$ cat src/rtl/latch_mon_pkg.sv
// Shared types and constants for the latch settle monitor.
package latch_mon_pkg;

  typedef enum logic [1:0] {
    ST_HOLD   = 2'd0,
    ST_TRACK  = 2'd1,
    ST_SETTLE = 2'd2,
    ST_STALL  = 2'd3
  } state_t;

  localparam int TRANS_W = 16;

  // Reset values of the synchronised latch view: a closed latch holding Q=0.
  localparam logic EN_RST_VAL = 1'b0;
  localparam logic D_RST_VAL  = 1'b0;
  localparam logic Q_RST_VAL  = 1'b0;
  localparam logic QB_RST_VAL = 1'b1;

endpackage

$ cat src/rtl/sync_chain.sv
// Single-bit flop chain used to bring an asynchronous latch signal into clk.
module sync_chain #(
  parameter int   STAGES  = 2,
  parameter logic RST_VAL = 1'b0
) (
  input  logic clk,
  input  logic rst,
  input  logic i_d,
  output logic o_q
);

  logic [STAGES-1:0] r_sync;

  always_ff @(posedge clk or negedge rst) begin
    if (!rst) begin
      r_sync <= {STAGES{RST_VAL}};
    end else begin
      r_sync[0] <= i_d;
      for (int i = 1; i < STAGES; i++) begin
        r_sync[i] <= r_sync[i-1];
      end
    end
  end

  assign o_q = r_sync[STAGES-1];

endmodule

$ cat src/rtl/latch_settle_monitor.sv
// Observes a clocked D-latch and measures how long Q takes to follow D while
// transparent; flags hold violations, settle timeouts and Q==Q_bar states.
module latch_settle_monitor
  import latch_mon_pkg::*;
#(
  parameter int SYNC_STAGES = 2,
  parameter int CNT_W       = 8,
  parameter int MAX_SETTLE  = 32,
  parameter int HOLD_GRACE  = 2,
  parameter int ILLEGAL_TOL = 2
) (
  input  logic               clk,
  input  logic               rst,
  input  logic               lat_clk,
  input  logic               lat_d,
  input  logic               lat_q,
  input  logic               lat_qb,
  input  logic               clr_err,
  output logic [CNT_W-1:0]   settle_cycles,
  output logic               settle_valid,
  output logic               busy,
  output logic               err_timeout,
  output logic               err_hold,
  output logic               err_illegal,
  output logic [TRANS_W-1:0] trans_cnt,
  output logic [1:0]         dbg_state
);

  localparam int GRACE_W = $clog2(HOLD_GRACE + 2);
  localparam int ILL_W   = $clog2(ILLEGAL_TOL + 2);
  localparam logic [CNT_W-1:0]   MAX_CNT   = CNT_W'(MAX_SETTLE);
  localparam logic [GRACE_W-1:0] GRACE_MAX = GRACE_W'(HOLD_GRACE);
  localparam logic [ILL_W-1:0]   ILL_TOL   = ILL_W'(ILLEGAL_TOL);
  localparam logic [ILL_W-1:0]   ILL_SAT   = ILL_W'(ILLEGAL_TOL + 1);

  logic w_en_s, w_d_s, w_q_s, w_qb_s;

  sync_chain #(.STAGES(SYNC_STAGES), .RST_VAL(EN_RST_VAL)) u_sync_en (
    .clk(clk), .rst(rst), .i_d(lat_clk), .o_q(w_en_s));
  sync_chain #(.STAGES(SYNC_STAGES), .RST_VAL(D_RST_VAL)) u_sync_d (
    .clk(clk), .rst(rst), .i_d(lat_d), .o_q(w_d_s));
  sync_chain #(.STAGES(SYNC_STAGES), .RST_VAL(Q_RST_VAL)) u_sync_q (
    .clk(clk), .rst(rst), .i_d(lat_q), .o_q(w_q_s));
  sync_chain #(.STAGES(SYNC_STAGES), .RST_VAL(QB_RST_VAL)) u_sync_qb (
    .clk(clk), .rst(rst), .i_d(lat_qb), .o_q(w_qb_s));

  state_t             r_state, w_state_nxt;
  logic [CNT_W-1:0]   r_cnt, w_cnt_nxt, w_cnt_inc;
  logic [CNT_W-1:0]   r_settle_cycles, w_settle_val;
  logic               r_settle_valid, w_settle_load;
  logic               r_err_timeout, r_err_hold, r_err_illegal;
  logic               w_set_timeout, w_set_hold, w_set_illegal;
  logic               r_hold_ref, w_hold_ref_nxt;
  logic [GRACE_W-1:0] r_grace, w_grace_nxt;
  logic [ILL_W-1:0]   r_ill_cnt, w_ill_cnt_nxt;
  logic               r_q_prev;
  logic [TRANS_W-1:0] r_trans_cnt;
  logic               w_match, w_illegal, w_q_toggle;

  assign w_match    = (w_q_s == w_d_s);
  assign w_illegal  = (w_q_s == w_qb_s);
  assign w_q_toggle = (w_q_s != r_q_prev);
  assign w_cnt_inc  = r_cnt + 1'b1;

  // Measurement FSM. Dropping the enable always wins and silently discards
  // any in-flight measurement.
  always_comb begin
    w_state_nxt   = r_state;
    w_cnt_nxt     = r_cnt;
    w_settle_load = 1'b0;
    w_settle_val  = r_settle_cycles;
    w_set_timeout = 1'b0;
    if (!w_en_s) begin
      w_state_nxt = ST_HOLD;
    end else begin
      case (r_state)
        ST_HOLD: begin
          if (w_match) begin
            w_state_nxt   = ST_TRACK;
            w_settle_load = 1'b1;
            w_settle_val  = '0;
          end else begin
            w_state_nxt = ST_SETTLE;
            w_cnt_nxt   = CNT_W'(1);
          end
        end
        ST_TRACK: begin
          if (!w_match) begin
            w_state_nxt = ST_SETTLE;
            w_cnt_nxt   = CNT_W'(1);
          end
        end
        ST_SETTLE: begin
          if (!w_match) begin
            w_cnt_nxt = w_cnt_inc;
            if (w_cnt_inc >= MAX_CNT) begin
              w_set_timeout = 1'b1;
              w_state_nxt   = ST_STALL;
            end
          end else if (!w_illegal) begin
            w_state_nxt   = ST_TRACK;
            w_settle_load = 1'b1;
            w_settle_val  = r_cnt;
          end
        end
        ST_STALL: begin
          if (w_match) w_state_nxt = ST_TRACK;
        end
        default: w_state_nxt = ST_HOLD;
      endcase
    end
  end

  // Hold check: the reference follows Q through the grace window, then any
  // later Q change is flagged once and becomes the new reference.
  always_comb begin
    w_hold_ref_nxt = r_hold_ref;
    w_grace_nxt    = r_grace;
    w_set_hold     = 1'b0;
    if (r_state != ST_HOLD) begin
      if (w_state_nxt == ST_HOLD) begin
        w_hold_ref_nxt = w_q_s;
        w_grace_nxt    = '0;
      end
    end else if (r_grace < GRACE_MAX) begin
      w_hold_ref_nxt = w_q_s;
      w_grace_nxt    = r_grace + 1'b1;
    end else begin
      w_hold_ref_nxt = w_q_s;
      w_set_hold     = (w_q_s != r_hold_ref);
    end
  end

  always_comb begin
    w_ill_cnt_nxt = '0;
    w_set_illegal = 1'b0;
    if (w_illegal) begin
      w_ill_cnt_nxt = (r_ill_cnt >= ILL_SAT) ? ILL_SAT : r_ill_cnt + 1'b1;
      w_set_illegal = (w_ill_cnt_nxt > ILL_TOL);
    end
  end

  always_ff @(posedge clk or negedge rst) begin
    if (!rst) begin
      r_state         <= ST_HOLD;
      r_cnt           <= '0;
      r_settle_cycles <= '0;
      r_settle_valid  <= 1'b0;
      r_err_timeout   <= 1'b0;
      r_err_hold      <= 1'b0;
      r_err_illegal   <= 1'b0;
      r_hold_ref      <= 1'b0;
      r_grace         <= '0;
      r_ill_cnt       <= '0;
      r_q_prev        <= Q_RST_VAL;
      r_trans_cnt     <= '0;
    end else begin
      r_state        <= w_state_nxt;
      r_cnt          <= w_cnt_nxt;
      r_settle_valid <= w_settle_load;
      if (w_settle_load) r_settle_cycles <= w_settle_val;
      // A new error in the clearing cycle keeps the flag set.
      r_err_timeout  <= (r_err_timeout & ~clr_err) | w_set_timeout;
      r_err_hold     <= (r_err_hold    & ~clr_err) | w_set_hold;
      r_err_illegal  <= (r_err_illegal & ~clr_err) | w_set_illegal;
      r_hold_ref     <= w_hold_ref_nxt;
      r_grace        <= w_grace_nxt;
      r_ill_cnt      <= w_ill_cnt_nxt;
      r_q_prev       <= w_q_s;
      if (w_q_toggle && (r_trans_cnt != {TRANS_W{1'b1}})) begin
        r_trans_cnt <= r_trans_cnt + 1'b1;
      end
    end
  end

  // settle_valid is a one-cycle valid-only strobe with no back-pressure;
  // settle_cycles holds its value until the next strobe.
  assign settle_cycles = r_settle_cycles;
  assign settle_valid  = r_settle_valid;
  assign busy          = (r_state == ST_SETTLE);
  assign err_timeout   = r_err_timeout;
  assign err_hold      = r_err_hold;
  assign err_illegal   = r_err_illegal;
  assign trans_cnt     = r_trans_cnt;
  assign dbg_state     = r_state;

endmodule

$ cat config.mk
export PLATFORM = sky130hd
export DESIGN_NAME = latch_settle_monitor
export DESIGN_NICKNAME = d
export VERILOG_FILES = /design/src/rtl/latch_mon_pkg.sv /design/src/rtl/sync_chain.sv /design/src/rtl/latch_settle_monitor.sv
export SDC_FILE = /design/constraint.sdc
export NUM_CORES = 1
export LEC_CHECK = 0
export CAP_MARGIN = 20
export CORE_MARGIN = 2
export CORE_UTILIZATION = 43
export DETAILED_ROUTE_END_ITERATION = 8
export GPL_ROUTABILITY_DRIVEN = 0
export PLACE_DENSITY = 0.63
export SYNTH_ARGS = -nofsm -noshare
export SYNTH_HDL_FRONTEND = slang
export SYNTH_HIERARCHICAL = 1
export SYNTH_SLANG_ARGS = --single-unit
$ cat constraint.sdc
create_clock -name clk -period 2 [get_ports clk]
set_clock_uncertainty 0.2 [all_clocks]
set_input_delay 0.4 -clock clk [delete_from_list [all_inputs] [get_ports clk]]
set_output_delay 0.4 -clock clk [all_outputs]
set_load 0.01 [all_outputs]
=== Yosys cells after proc, flatten, opt, wreduce, memory -nomap -nowiden ===
Index checks and enable logic that the tools add are counted.

* Output and inout bits: 31
* Latch bits: 0
* ROM bits: 0
* Register bits after elaboration: 52
* Bits of input ports: 7
* Memories kept: 0
* Bits in writable memories: 0
* Word-level logic and storage cells: 90

* Div/mod/pow operators: 0
* $lt $le $gt $ge: 4
* Add/sub/neg operators: 4
* Multipliers: 0
* Reduce and logical (&&, ||, !) cells: 11
* Shift operators: 0
* Muxes and demuxes: 34
* Bitwise operators: 7
* Equal/unequal tests: 14

{| class="wikitable"
|+ Operators with widths
! operator !! number
|-
| $mux W8 || 5
|-
| $pmux W8 S2 || 2
|-
| $mux W2 || 12
|-
| $add A16 B1 Y16 const B || 1
|-
| $ne A16 B16 Y1 const B || 1
|-
| $mux W1 || 13
|-
| $add A8 B1 Y8 const B || 1
|-
| $ge A8 B6 Y1 const B || 1
|-
| $ne A2 B2 Y1 const B || 4
|-
| $pmux W2 S4 || 1
|-
| $reduce_bool A2 Y1 || 4
|-
| $reduce_and A6 Y1 || 1
|-
| $add A2 B1 Y2 const B || 2
|-
| $eq A2 B2 Y1 const B || 2
|-
| $logic_not A2 Y1 || 2
|-
| $ne A2 B1 Y1 const B || 2
|-
| $reduce_and A4 Y1 || 1
|-
| $and A1 B1 Y1 || 3
|-
| $or A1 B1 Y1 || 3
|-
| $eq A1 B1 Y1 || 2
|-
| $eq A2 B1 Y1 const B || 1
|-
| $ge A2 B2 Y1 const B || 1
|-
| $gt A2 B2 Y1 const B || 1
|-
| $lt A2 B2 Y1 const B || 1
|-
| 6 further kinds || 7
|}

=== Depth between registers and ports, before layout ===
Gate-level depths: netlist of run 1.

* Word-level depth: 9
* Mapped depth: 7
* Gate-level depth less buffers: 6

=== Hierarchy ===
The synthesis of run 1 kept the hierarchy.

{| class="wikitable"
|+ By module, submodules not included
! module !! instances !! seq. area each (um^2) !! area an instance (um^2) !! cells an instance
|-
| latch_settle_monitor || 1 || 1101.1 || 2177.1 || 215
|-
| sync_chain (u_sync_d ...) || 3 || 50.0 || 50.0 || 2
|-
| sync_chain (u_sync_qb) || 1 || 52.6 || 52.6 || 2
|}

=== Worst setup path after synthesis of run 1 ===
Ideal clock, no wire load.

* Path type: register to register
* Start point: register r_trans_cnt[7] (netlist: trans_cnt[7])
* End point: register r_trans_cnt[15] (netlist: trans_cnt[15])
* Period minus slack after synthesis: 1.827 ns
* Required time: 1.675 ns
* Buffers on the path: 1
* Cell stages (with the launch flop): 7
* Setup slack: 0.173 ns
* Arrival: 1.502 ns
* Library setup time: 0.125 ns
* Path through: dfrtp_1 -> and3_4 -> and2_4 -> buf_6 -> a311oi_4 -> nand4_1 -> xnor2_1

* Word-level cells in the longest chain between the ends: 2
* Elaborated cells between the ends (all ways): 3
* Those cells by class: 1 x add/sub; 1 x eq/ne; 1 x reduce/logical

{| class="wikitable"
|+ Ends and longest elaborated chain
! item !! line !! source
|-
| start: declaration || latch_settle_monitor.sv:57 || <nowiki>logic [TRANS_W-1:0] r_trans_cnt;</nowiki>
|-
| start signal: assignment || latch_settle_monitor.sv:171 || <nowiki>r_trans_cnt <= r_trans_cnt + 1'b1;</nowiki>
|-
| parallel branches: the longest is 2 deep, another holds $add A16 B1 Y16 || n/a ||
|}

Several ways; the timed one is not identified.
A chain may end at the register's enable or synchronous reset.

=== Worst setup path in the final report of run 1 ===
* Start point: register r_trans_cnt[11] (netlist: trans_cnt[11])
* End point: output trans_cnt[11]

{| class="wikitable"
|+ RTL lines
! item !! line !! source
|-
| end: declaration || latch_settle_monitor.sv:25 || <nowiki>output logic [TRANS_W-1:0] trans_cnt,</nowiki>
|}

No word-level cell between the ends.

==> impl_metrics.tcl, run 1 <==
set metrics [dict create \
    yosysTopAreaCell "sky130_fd_sc_hd__dfrtp_1" \
    final_min_period_over_clock_period 0.958 \
    synth_ff_type "sky130_fd_sc_hd__dfrtp_1" \
    initial_antenna_violation_count 0 \
    share_clk_of_total_power 0.237 \
    yosys_warnings 6 \
    power.static_leakage_nw 1.27 \
    residual_antenna_violating_net_count_after_detailed_routing 0 \
    finalWirelength_um 4450 \
    postSynthAreaPerCell_um2 10.7 \
    final_layout_size_suffix_gt1_frac 0.135 \
    cap_violations 0 \
    globalRouteMet1Util 0.230 \
    area_growth_syn_to_layout_pct 26.6 \
    power.share.switching 0.286 \
    setup-tns-final_ns 0 \
    core_mm2 0.00544 \
    gr-max-usage-layer "met2" \
    combinational_power_share 0.245 \
    groute.layer.met2.usage 0.259 \
    max-clock-path-buffers 2 \
    critical-path-top-delay-family "buffers and inverters" \
    critPathMaxStageDelay_ns 0.57 \
    setup_viol 0 \
    power.total_w 0.00255 \
    worst-endpoint-arrival_ns 1.32 \
    number_of_buffers_created_by_cts 5 \
    fmax_ghz 0.522 \
    cts_tree "done" \
    detail_route.wl_per_cell_um 12.9 \
    proportion_of_register_bits_with_asynchronous_set_or_reset_after_synthesis 1.00 \
    netSwitchingPower_w 0.000728 \
    required_ns 1.40 \
    placement_rows 27 \
    drc 0 \
    clk_latency_ns 0.30 \
    status "completed" \
    pwr_density_cell_mw_per_mm2 845 \
    layout.nets 282 \
    yosys-top-cells-count "50 x sky130_fd_sc_hd__dfrtp_1, 34 x sky130_fd_sc_hd__nand2_1, 18 x sky130_fd_sc_hd__o21ai_0" \
    p_seq_frac 0.518 \
    post_synthesis_cells 223 \
    groute.usage.overall 0.165 \
    initial_core_util 0.438 \
    crit_path_end_kind "primary output" \
    yosys_cell_types 42 \
    path_clk_slew_ns 0.09 \
    synth.top_cells.by_area "sky130_fd_sc_hd__dfrtp_1 53%, sky130_fd_sc_hd__xnor2_1 5.5%, sky130_fd_sc_hd__nand2_1 5.4%" \
    die_w_um 78.4 \
    synth_top_cell_area_share 0.526 \
    worst_setup_path_start_kind "register" \
    worst_ir_drop_vdd_mv 0.697 \
    number_of_flops_mapped_to_enable_cells_by_yosys 0 \
    sequential_element_share_of_the_synthesized_area 0.548 \
    timing.max_slew.rel_slack 0.583 \
    grt-ovfl-total 0 \
    via_count_of_the_first_global_routing_pass 1775 \
    critical_path.max_fanout 5 \
    cts.sinks 52 \
    cts_setup_buffers 0 \
    grt_first_pass_wirelength_um 8150 \
    num_antenna_cells 0 \
    boundaryPins 38 \
    dp_cells 337 \
    rsz0062_at_grt "no" \
    path_cells "clkdlybuf4s50_1" \
    final_hold_viol_count 0 \
    dr_total_vias 1742 \
    vias_per_cell 5.03 \
    grt_start_max_net_pins 53 \
    least_margin_pin_slew_ns 0.622 \
    estimated_wirelength_of_the_detail_placed_design_um 3180 \
    cts_root_buffer "sky130_fd_sc_hd__clkbuf_8" \
    fin_hold_ws_ns 0.150 \
    path_buf_inv 1 \
    count_of_placed_standard_cells_in_the_final_layout_fillers_left_out 346 \
    portBuffers 37 \
    min_path_type "reg2reg" \
    die_h_um 78.4 \
    grt_use_met3 0.0345 \
    syn-num-nets 232 \
    final_period_minus_worst_setup_slack_ns 1.92 \
    yosysMostFrequentCell "sky130_fd_sc_hd__dfrtp_1" \
    final_max_slew_viol_count 0 \
    design.die.area_mm2 0.00615 \
    worst-setup-path-type "reg2out" \
    drt-pass1-iter-count 4 \
    netlist_area_mm2 0.00238 \
    synth.ff_latch_count 52 \
    dpl_worst_slack_ns 0.122 \
    worst_slack_ns 0.0843 \
    h-tree-depth 2 \
    drt_iter0_markers 162 \
    cpMaxStageDelayCell "sky130_fd_sc_hd__clkdlybuf4s50_1" \
    int_pwr_w 0.00182 \
]
registers in the layout, summed over array words and instances, names as in the netlist:
signal and flops:
u_sync_qb/r_sync 2, r_cnt 8, r_ill_cnt 2, err_timeout 1
r_q_prev 1, trans_cnt 16, err_illegal 1, u_sync_q/r_sync 2
u_sync_d/r_sync 2, r_grace 2, err_hold 1, settle_cycles 8
settle_valid 1, dbg_state 2, r_hold_ref 1, u_sync_en/r_sync 2
routing by layer:
layer / wire [µm] / vias to the layer above / part of all wire
met5: 0 / - / 0
met4: 62 / 0 / 0.014
met3: 175 / 6 / 0.039
met2: 2090 / 36 / 0.47
met1: 2120 / 822 / 0.48
li1: - / 878 / -
power groups by stage:
stage	sequential, W	combinational, W	clock, W
2_1_floorplan	0.00137	0.000260	0
6_report	0.00132	0.000624	0.000604
4_1_cts	0.00132	0.000631	0.000629
3_5_place_dp	0.00134	0.000627	0
3_3_place_gp	0.00133	0.000626	0
5_1_grt	0.00135	0.000693	0.000676
kinds of logic (layout without fill, tap and decap cells):
| group | count (synthesis) | count (layout) | share of synthesized area |
|---|---|---|---|
| simple gates | 90 | 90 | 0.189 |
| fa+ha+maj | 2 | 2 | 0.0105 |
| buf+inv | 13 | 64 | 0.0247 |
| xor+xnor | 18 | 18 | 0.0662 |
| compound gates | 44 | 44 | 0.143 |
| flops | 52 | 52 | 0.548 |
| mux | 4 | 4 | 0.0184 |
cell usage in the layout (no fill, tap or decap), types with 5 or more instances in the layout:
| cell type | count |
|---|---|
| sky130_fd_sc_hd__dfrtp_1 | 49 |
| sky130_fd_sc_hd__nand2_1 | 34 |
| sky130_fd_sc_hd__clkdlybuf4s50_1 | 33 |
| sky130_fd_sc_hd__o21ai_0 | 18 |
| sky130_fd_sc_hd__xnor2_1 | 15 |
| sky130_fd_sc_hd__nor2_1 | 13 |
| sky130_fd_sc_hd__buf_4 | 12 |
| sky130_fd_sc_hd__nand3_1 | 11 |
| sky130_fd_sc_hd__nand4_1 | 7 |
| sky130_fd_sc_hd__clkbuf_8 | 6 |
| sky130_fd_sc_hd__and3_1 | 5 |
| sky130_fd_sc_hd__nand2b_1 | 5 |
path summary, 6_finish.rpt:
check                              startpoint             endpoint  slack (ns)  cells past startpoint
hold / removal             u_sync_q/r_sync[0]   u_sync_q/r_sync[1]        0.15                      0
min in group asynchronous                 rst         trans_cnt[8]        0.41                      3
setup / recovery                trans_cnt[11]        trans_cnt[11]        0.08                      1
hold reg to reg            u_sync_q/r_sync[0]   u_sync_q/r_sync[1]        0.15                      0
setup reg to reg                 trans_cnt[0]         trans_cnt[1]        0.11                      4
max in group asynchronous                 rst  u_sync_qb/r_sync[1]        0.90                      3
area by class of cell:
class / count / area, µm²
clock buffers: 8 / 90.1
fillers: 496 / 2430
inverters: 4 / 15.0
multi-input cells: 158 / 1020
flip-flops and latches: 52 / 1310
well taps: 72 / 90.1
repair buffers: 52 / 493
repair_timing:
action | in CTS | in global routing
hold buffers | 1 | 0
gates resized for setup | 5 | 1
endpoints found under the hold margin | 50 | 0
setup endpoints to repair | 2 | 1
stage by stage:
stage,utilization,instance area [µm²]
CTS,0.554,3010
finish,0.554,3010
floorplan,-,2380
global placement,0.535,2910
global route,0.554,3010
detailed placement,0.535,2910
No activity file was read; power rests on OpenSTA's default activity.
==> run 2, diff against run 1 <==
==> constraint.sdc (replaced) <==
create_clock -name clk -period 2.36 [get_ports clk]
set_clock_uncertainty 0.2 [all_clocks]
set_input_delay 0.472 -clock clk [delete_from_list [all_inputs] [get_ports clk]]
set_output_delay 0.472 -clock clk [all_outputs]
set_load 0.01 [all_outputs]
==> run 2 against run 1 <==
Net effect: routed wire length up 0.38%; critical path depth grew 1; first-iteration DRC count decreased by 10%; worst setup slack better by 0.029 ns; final cell count shrank 2.6%; global-route usage is 0.36 points lower; hold slack gained 0.0034 ns; sequential cell count is the same; total power shrank 17%; clock-buffer cell count down 1; non-clock buffer count down 9; combinational power is 24% lower; critical endpoint is now busy; highest routed layer unchanged.
==> impl_metrics.tcl, run 2 (synthesis gave the netlist of run 1 again) <==
set metrics [dict create \
    final_cell_mix "50 x sky130_fd_sc_hd__dfrtp_1, 36 x sky130_fd_sc_hd__clkdlybuf4s50_1, 34 x sky130_fd_sc_hd__nand2_1" \
    cpMaxStageDelayCell "sky130_fd_sc_hd__clkdlybuf4s50_1" \
    worst_ir_drop_vdd_mv 0.466 \
    portBuffers 37 \
    boundaryPins 38 \
    max-clock-path-buffers 2 \
    detail_route.wl_per_cell_um 13.3 \
    clk_latency_ns 0.31 \
    initial_core_util 0.438 \
    residual_antenna_violating_net_count_after_detailed_routing 0 \
    grt-ovfl-total 0 \
    int_pwr_w 0.00148 \
    p_seq_frac 0.542 \
    num_antenna_cells 0 \
    cts_tree "done" \
    min_path_type "reg2reg" \
    die_w_um 78.4 \
    worst-endpoint-arrival_ns 1.58 \
    area_growth_syn_to_layout_pct 23.2 \
    dr_total_vias 1715 \
    h-tree-depth 2 \
    worst_slack_ns 0.113 \
    worst_setup_path_start_kind "register" \
    combinational_power_share 0.226 \
    estimated_wirelength_of_the_detail_placed_design_um 3100 \
    power.share.switching 0.295 \
    sequential_cell_area_mm2 0.00130 \
    worst-setup-path-type "reg2out" \
    final_max_slew_viol_count 0 \
    required_ns 1.69 \
    core_mm2 0.00544 \
    timing.max_slew.rel_slack 0.583 \
    critical_path.max_fanout 10 \
    mostFrequentLayoutCell "sky130_fd_sc_hd__dfrtp_1" \
    die_h_um 78.4 \
    power.static_leakage_nw 1.21 \
    pwr_density_cell_mw_per_mm2 717 \
    design.die.area_mm2 0.00615 \
    setup-tns-final_ns 0 \
    finalWirelength_um 4470 \
    final_hold_viol_count 0 \
    path_cells "nor2b_1, clkdlybuf4s50_1" \
    number_of_buffers_created_by_cts 5 \
    area_occupied_by_multi_input_gates_mm2 0.00102 \
    fmax_ghz 0.445 \
    drc 0 \
    drt_iter0_markers 145 \
    least_margin_pin_slew_ns 0.622 \
    groute.usage.overall 0.162 \
    vias_per_cell 5.09 \
    path_buf_inv 1 \
    initial_antenna_violation_count 0 \
    final_min_period_over_clock_period 0.952 \
    netSwitchingPower_w 0.000621 \
    final_layout_size_suffix_gt1_frac 0.0981 \
    share_clk_of_total_power 0.233 \
    status "completed" \
    drt-pass1-iter-count 4 \
    critical-path-top-delay-family "buffers and inverters" \
    cts_setup_buffers 0 \
    grt_start_max_net_pins 53 \
    cts.sinks 52 \
    critPathMaxStageDelay_ns 0.56 \
    final_period_minus_worst_setup_slack_ns 2.25 \
    setup_viol 0 \
    grt_first_pass_wirelength_um 7740 \
    path_clk_slew_ns 0.09 \
    placement_rows 27 \
    largest_register_ffs 16 \
    rsz0062_at_grt "no" \
    cts_root_buffer "sky130_fd_sc_hd__clkbuf_8" \
    final.fill_count 511 \
    crit_path_end_kind "primary output" \
    layout.nets 273 \
    dpl_worst_slack_ns 0.445 \
    cap_violations 0 \
    via_count_of_the_first_global_routing_pass 1633 \
]
## run 2: worst reg2reg max path, delay by kind of cell, from the launching register on
family / cells / cell delay (ns)
compound gates: 3 / 0.66
simple gates: 2 / 0.51
flops: 1 / 0.45
## run 2: layer usage
layer,vias up,global-route usage,routed length (µm)
li1,857,-,-
met1,809,0.222,2170
met2,41,0.252,2060
met3,8,0.0310,143
met4,0,0.0684,89
met5,-,0,0
## run 2: what timing repair did
item                      4_1_cts  5_1_grt
hold buffers                    1        0
gates resized for setup         0        0
hold endpoints to repair       50        0
## run 2: metrics by stage
stage                     power, W  utilization  cell area, µm²  hold slack, ns  std cells
after CTS                  0.00214        0.539            2930           0.156        337
final                      0.00210        0.539            2930           0.153        337
after floorplan            0.00138            -            2380         -0.0236        223
after detailed placement   0.00163        0.522            2840           0.135        328
after global routing       0.00223        0.539            2930           0.167        337
after global placement     0.00163        0.522            2840           0.133        328
## run 2: power by group through the flow
stage,combinational [W],sequential [W],clock [W]
detailed placement,0.000477,0.00116,0
CTS,0.000483,0.00114,0.000513
finish,0.000474,0.00114,0.000490
global placement,0.000474,0.00115,0
floorplan,0.000220,0.00116,0
global route,0.000525,0.00116,0.000541
## run 2: final cells by class
class	count	area share
Tap cell	72	0.0307
Clock buffer	7	0.0260
Clock inverter	1	0.00171
Multi-Input combinational cell	158	0.347
Timing Repair Buffer	43	0.145
Inverter	4	0.00512
Sequential cell	52	0.445
## run 2: path summary, 6_finish.rpt
path                       slack (ns)  cells after the start               start                   to
setup / recovery                 0.11                      2        dbg_state[0]                 busy
hold / removal                   0.15                      0  u_sync_d/r_sync[0]   u_sync_d/r_sync[1]
setup reg to reg                 0.43                      5            r_cnt[5]         dbg_state[0]
hold reg to reg                  0.15                      0  u_sync_d/r_sync[0]   u_sync_d/r_sync[1]
max in group asynchronous        1.19                      3                 rst  u_sync_qb/r_sync[0]
min in group asynchronous        0.48                      3                 rst        trans_cnt[11]
==> run 3, diff against run 2 <==
--- a/config.mk
+++ b/config.mk
@@ -6,11 +6,12 @@
 export NUM_CORES = 1
 export LEC_CHECK = 0
 export CAP_MARGIN = 20
+export CORE_ASPECT_RATIO = 1.25
 export CORE_MARGIN = 2
 export CORE_UTILIZATION = 43
 export DETAILED_ROUTE_END_ITERATION = 8
 export GPL_ROUTABILITY_DRIVEN = 0
-export PLACE_DENSITY = 0.63
+export PLACE_DENSITY = 0.66
 export SYNTH_ARGS = -nofsm -noshare
 export SYNTH_HDL_FRONTEND = slang
 export SYNTH_HIERARCHICAL = 1
==> run 3 against run 2 <==
Net effect: sequential share of layout area fell by 0.21 points; largest cell class unchanged; hold slack barely moved; critical path type unchanged; critical endpoint unchanged; final cell count fell by 1.8%.
==> impl_metrics.tcl, run 3 (synthesis gave the netlist of run 1 again) <==
set metrics [dict create \
    setup_viol 0 \
    cts-hold-fix-buffers 1 \
    vias_per_cell 5.16 \
    reg2reg_setup_slack_ns 0.44 \
    cap_violations 0 \
    final_period_minus_worst_setup_slack_ns 2.20 \
    holdCritStartpoint "u_sync_d/r_sync[0]" \
    initial_antenna_violation_count 0 \
    r2r-start "r_cnt[5]" \
    fmax_ghz 0.455 \
    critical-path-top-delay-family "buffers and inverters" \
    status "completed" \
    final_layout_size_suffix_gt1_frac 0.105 \
    portBuffers 37 \
    final_max_slew_viol_count 0 \
    worst-setup-path-type "reg2out" \
    critical_path.max_fanout 10 \
    final_min_period_over_clock_period 0.932 \
    number_of_buffers_created_by_cts 5 \
    die_w_um 70.5 \
    cts.sinks 52 \
    setup-tns-final_ns 0 \
    finish.utilization 0.545 \
    path_cells "nor2b_1, clkdlybuf4s50_1" \
    m1WireLength_um 2050 \
    worst_r2r_path_depth 5 \
    crit_path_end_kind "primary output" \
    cts_root_buffer "sky130_fd_sc_hd__clkbuf_8" \
    cts_tree "done" \
    grt_start_max_net_pins 25 \
    estimated_wirelength_of_the_detail_placed_design_um 3240 \
    drt_iter0_markers 113 \
    via_count_of_the_first_global_routing_pass 1622 \
    fin_hold_ws_ns 0.153 \
    least_margin_pin_slew_ns 0.649 \
    min_path_type "reg2reg" \
    path_clk_slew_ns 0.08 \
    worst-endpoint-arrival_ns 1.53 \
    power.total_w 0.00212 \
    critPathMaxStageDelay_ns 0.55 \
    dr_total_vias 1707 \
    placed_cell_area_mm2 0.00285 \
    final_cell_mix "50 x sky130_fd_sc_hd__dfrtp_1, 36 x sky130_fd_sc_hd__clkdlybuf4s50_1, 34 x sky130_fd_sc_hd__nand2_1" \
    finalWirelength_um 4420 \
    cts_setup_buffers 0 \
    clk_latency_ns 0.30 \
    max-clock-path-buffers 2 \
    design.die.area_mm2 0.00615 \
    die_h_um 87.2 \
    core_mm2 0.00541 \
    residual_antenna_violating_net_count_after_detailed_routing 0 \
    postCtsResizedCells 0 \
    boundaryPins 38 \
    drt-pass1-iter-count 4 \
    mostFrequentLayoutCell "sky130_fd_sc_hd__dfrtp_1" \
    pwr_density_cell_mw_per_mm2 721 \
    worst_setup_path_start_kind "register" \
    drc 0 \
    h-tree-depth 2 \
    final.fill_count 496 \
    hold_end "u_sync_d/r_sync[1]" \
    placement_rows 30 \
    met2WireLength_um 2180 \
    grt-ovfl-total 0 \
    worst_ir_drop_vdd_mv 0.329 \
    detail_route.wl_per_cell_um 13.4 \
    top_routing_layer_in_use "met4" \
    required_ns 1.69 \
    final_hold_viol_count 0 \
    area_growth_syn_to_layout_pct 23.8 \
    num_antenna_cells 0 \
    worstReg2RegEnd "dbg_state[0]" \
    power.static_leakage_nw 1.22 \
    initial_core_util 0.440 \
    cpMaxStageDelayCell "sky130_fd_sc_hd__clkdlybuf4s50_1" \
    path_buf_inv 1 \
    dr_wl_met3_um 117 \
    layout.nets 275 \
    stdcell_area_mm2 0.00295 \
    whs_path_depth 0 \
    timing.max_slew.rel_slack 0.564 \
    rsz0062_at_grt "no" \
    grt_first_pass_wirelength_um 7660 \
    groute.usage.overall 0.158 \
    largest_register_ffs 16 \
]
## run 3: changes by cell type in the layout (fill, tap and decap cells not counted)
cell,delta
sky130_fd_sc_hd__buf_4,+2
sky130_fd_sc_hd__clkbuf_8,+1
sky130_fd_sc_hd__clkinv_2,-1
## run 3: worst register-to-register path, delay by kind of cell, from the launching register on
family / cells / cell delay, ns
flops: 1 / 0.45
compound gates: 3 / 0.65
simple gates: 2 / 0.51
## run 3: through the flow
stage / cells / worst slack [ns]
2_1_floorplan: 223 / 0.521
3_3_place_gp: 322 / 0.493
4_1_cts: 331 / 0.144
3_5_place_dp: 322 / 0.464
6_report: 331 / 0.160
5_1_grt: 331 / 0.0615
## run 3: cell type report
cell class / count / area, µm² / share of cell area
Clock buffer: 8 / 90.1 / 0.0306
Inverter: 4 / 15.0 / 0.00510
Multi-Input combinational cell: 158 / 1020 / 0.345
Sequential cell: 52 / 1300 / 0.442
Tap cell: 64 / 80.1 / 0.0272
Timing Repair Buffer: 45 / 440 / 0.149
## run 3: report_power, final
| group | internal, W | switching (W) | total (W) |
|---|---|---|---|
| registers | 0.00101 | 0.000121 | 0.00113 |
| logic | 0.000266 | 0.000215 | 0.000481 |
| clock network | 0.000240 | 0.000273 | 0.000512 |
## run 3: worst max-delay path by stage
stage	from	end	slack, ns	cells after the start
floorplan	dbg_state[0]	busy	0.52	3
global placement	dbg_state[0]	busy	0.49	2
detailed placement	trans_cnt[0]	trans_cnt[15]	0.46	5
global route	dbg_state[0]	busy	0.06	2
finish	dbg_state[0]	busy	0.16	2
CTS	dbg_state[0]	busy	0.14	2
## run 3: metal layers
layer / vias to the layer above / global-route usage
li1: 862 / -
met1: 818 / 0.206
met2: 21 / 0.256
met3: 6 / 0.0394
met4: 0 / 0.0617
met5: - / 0
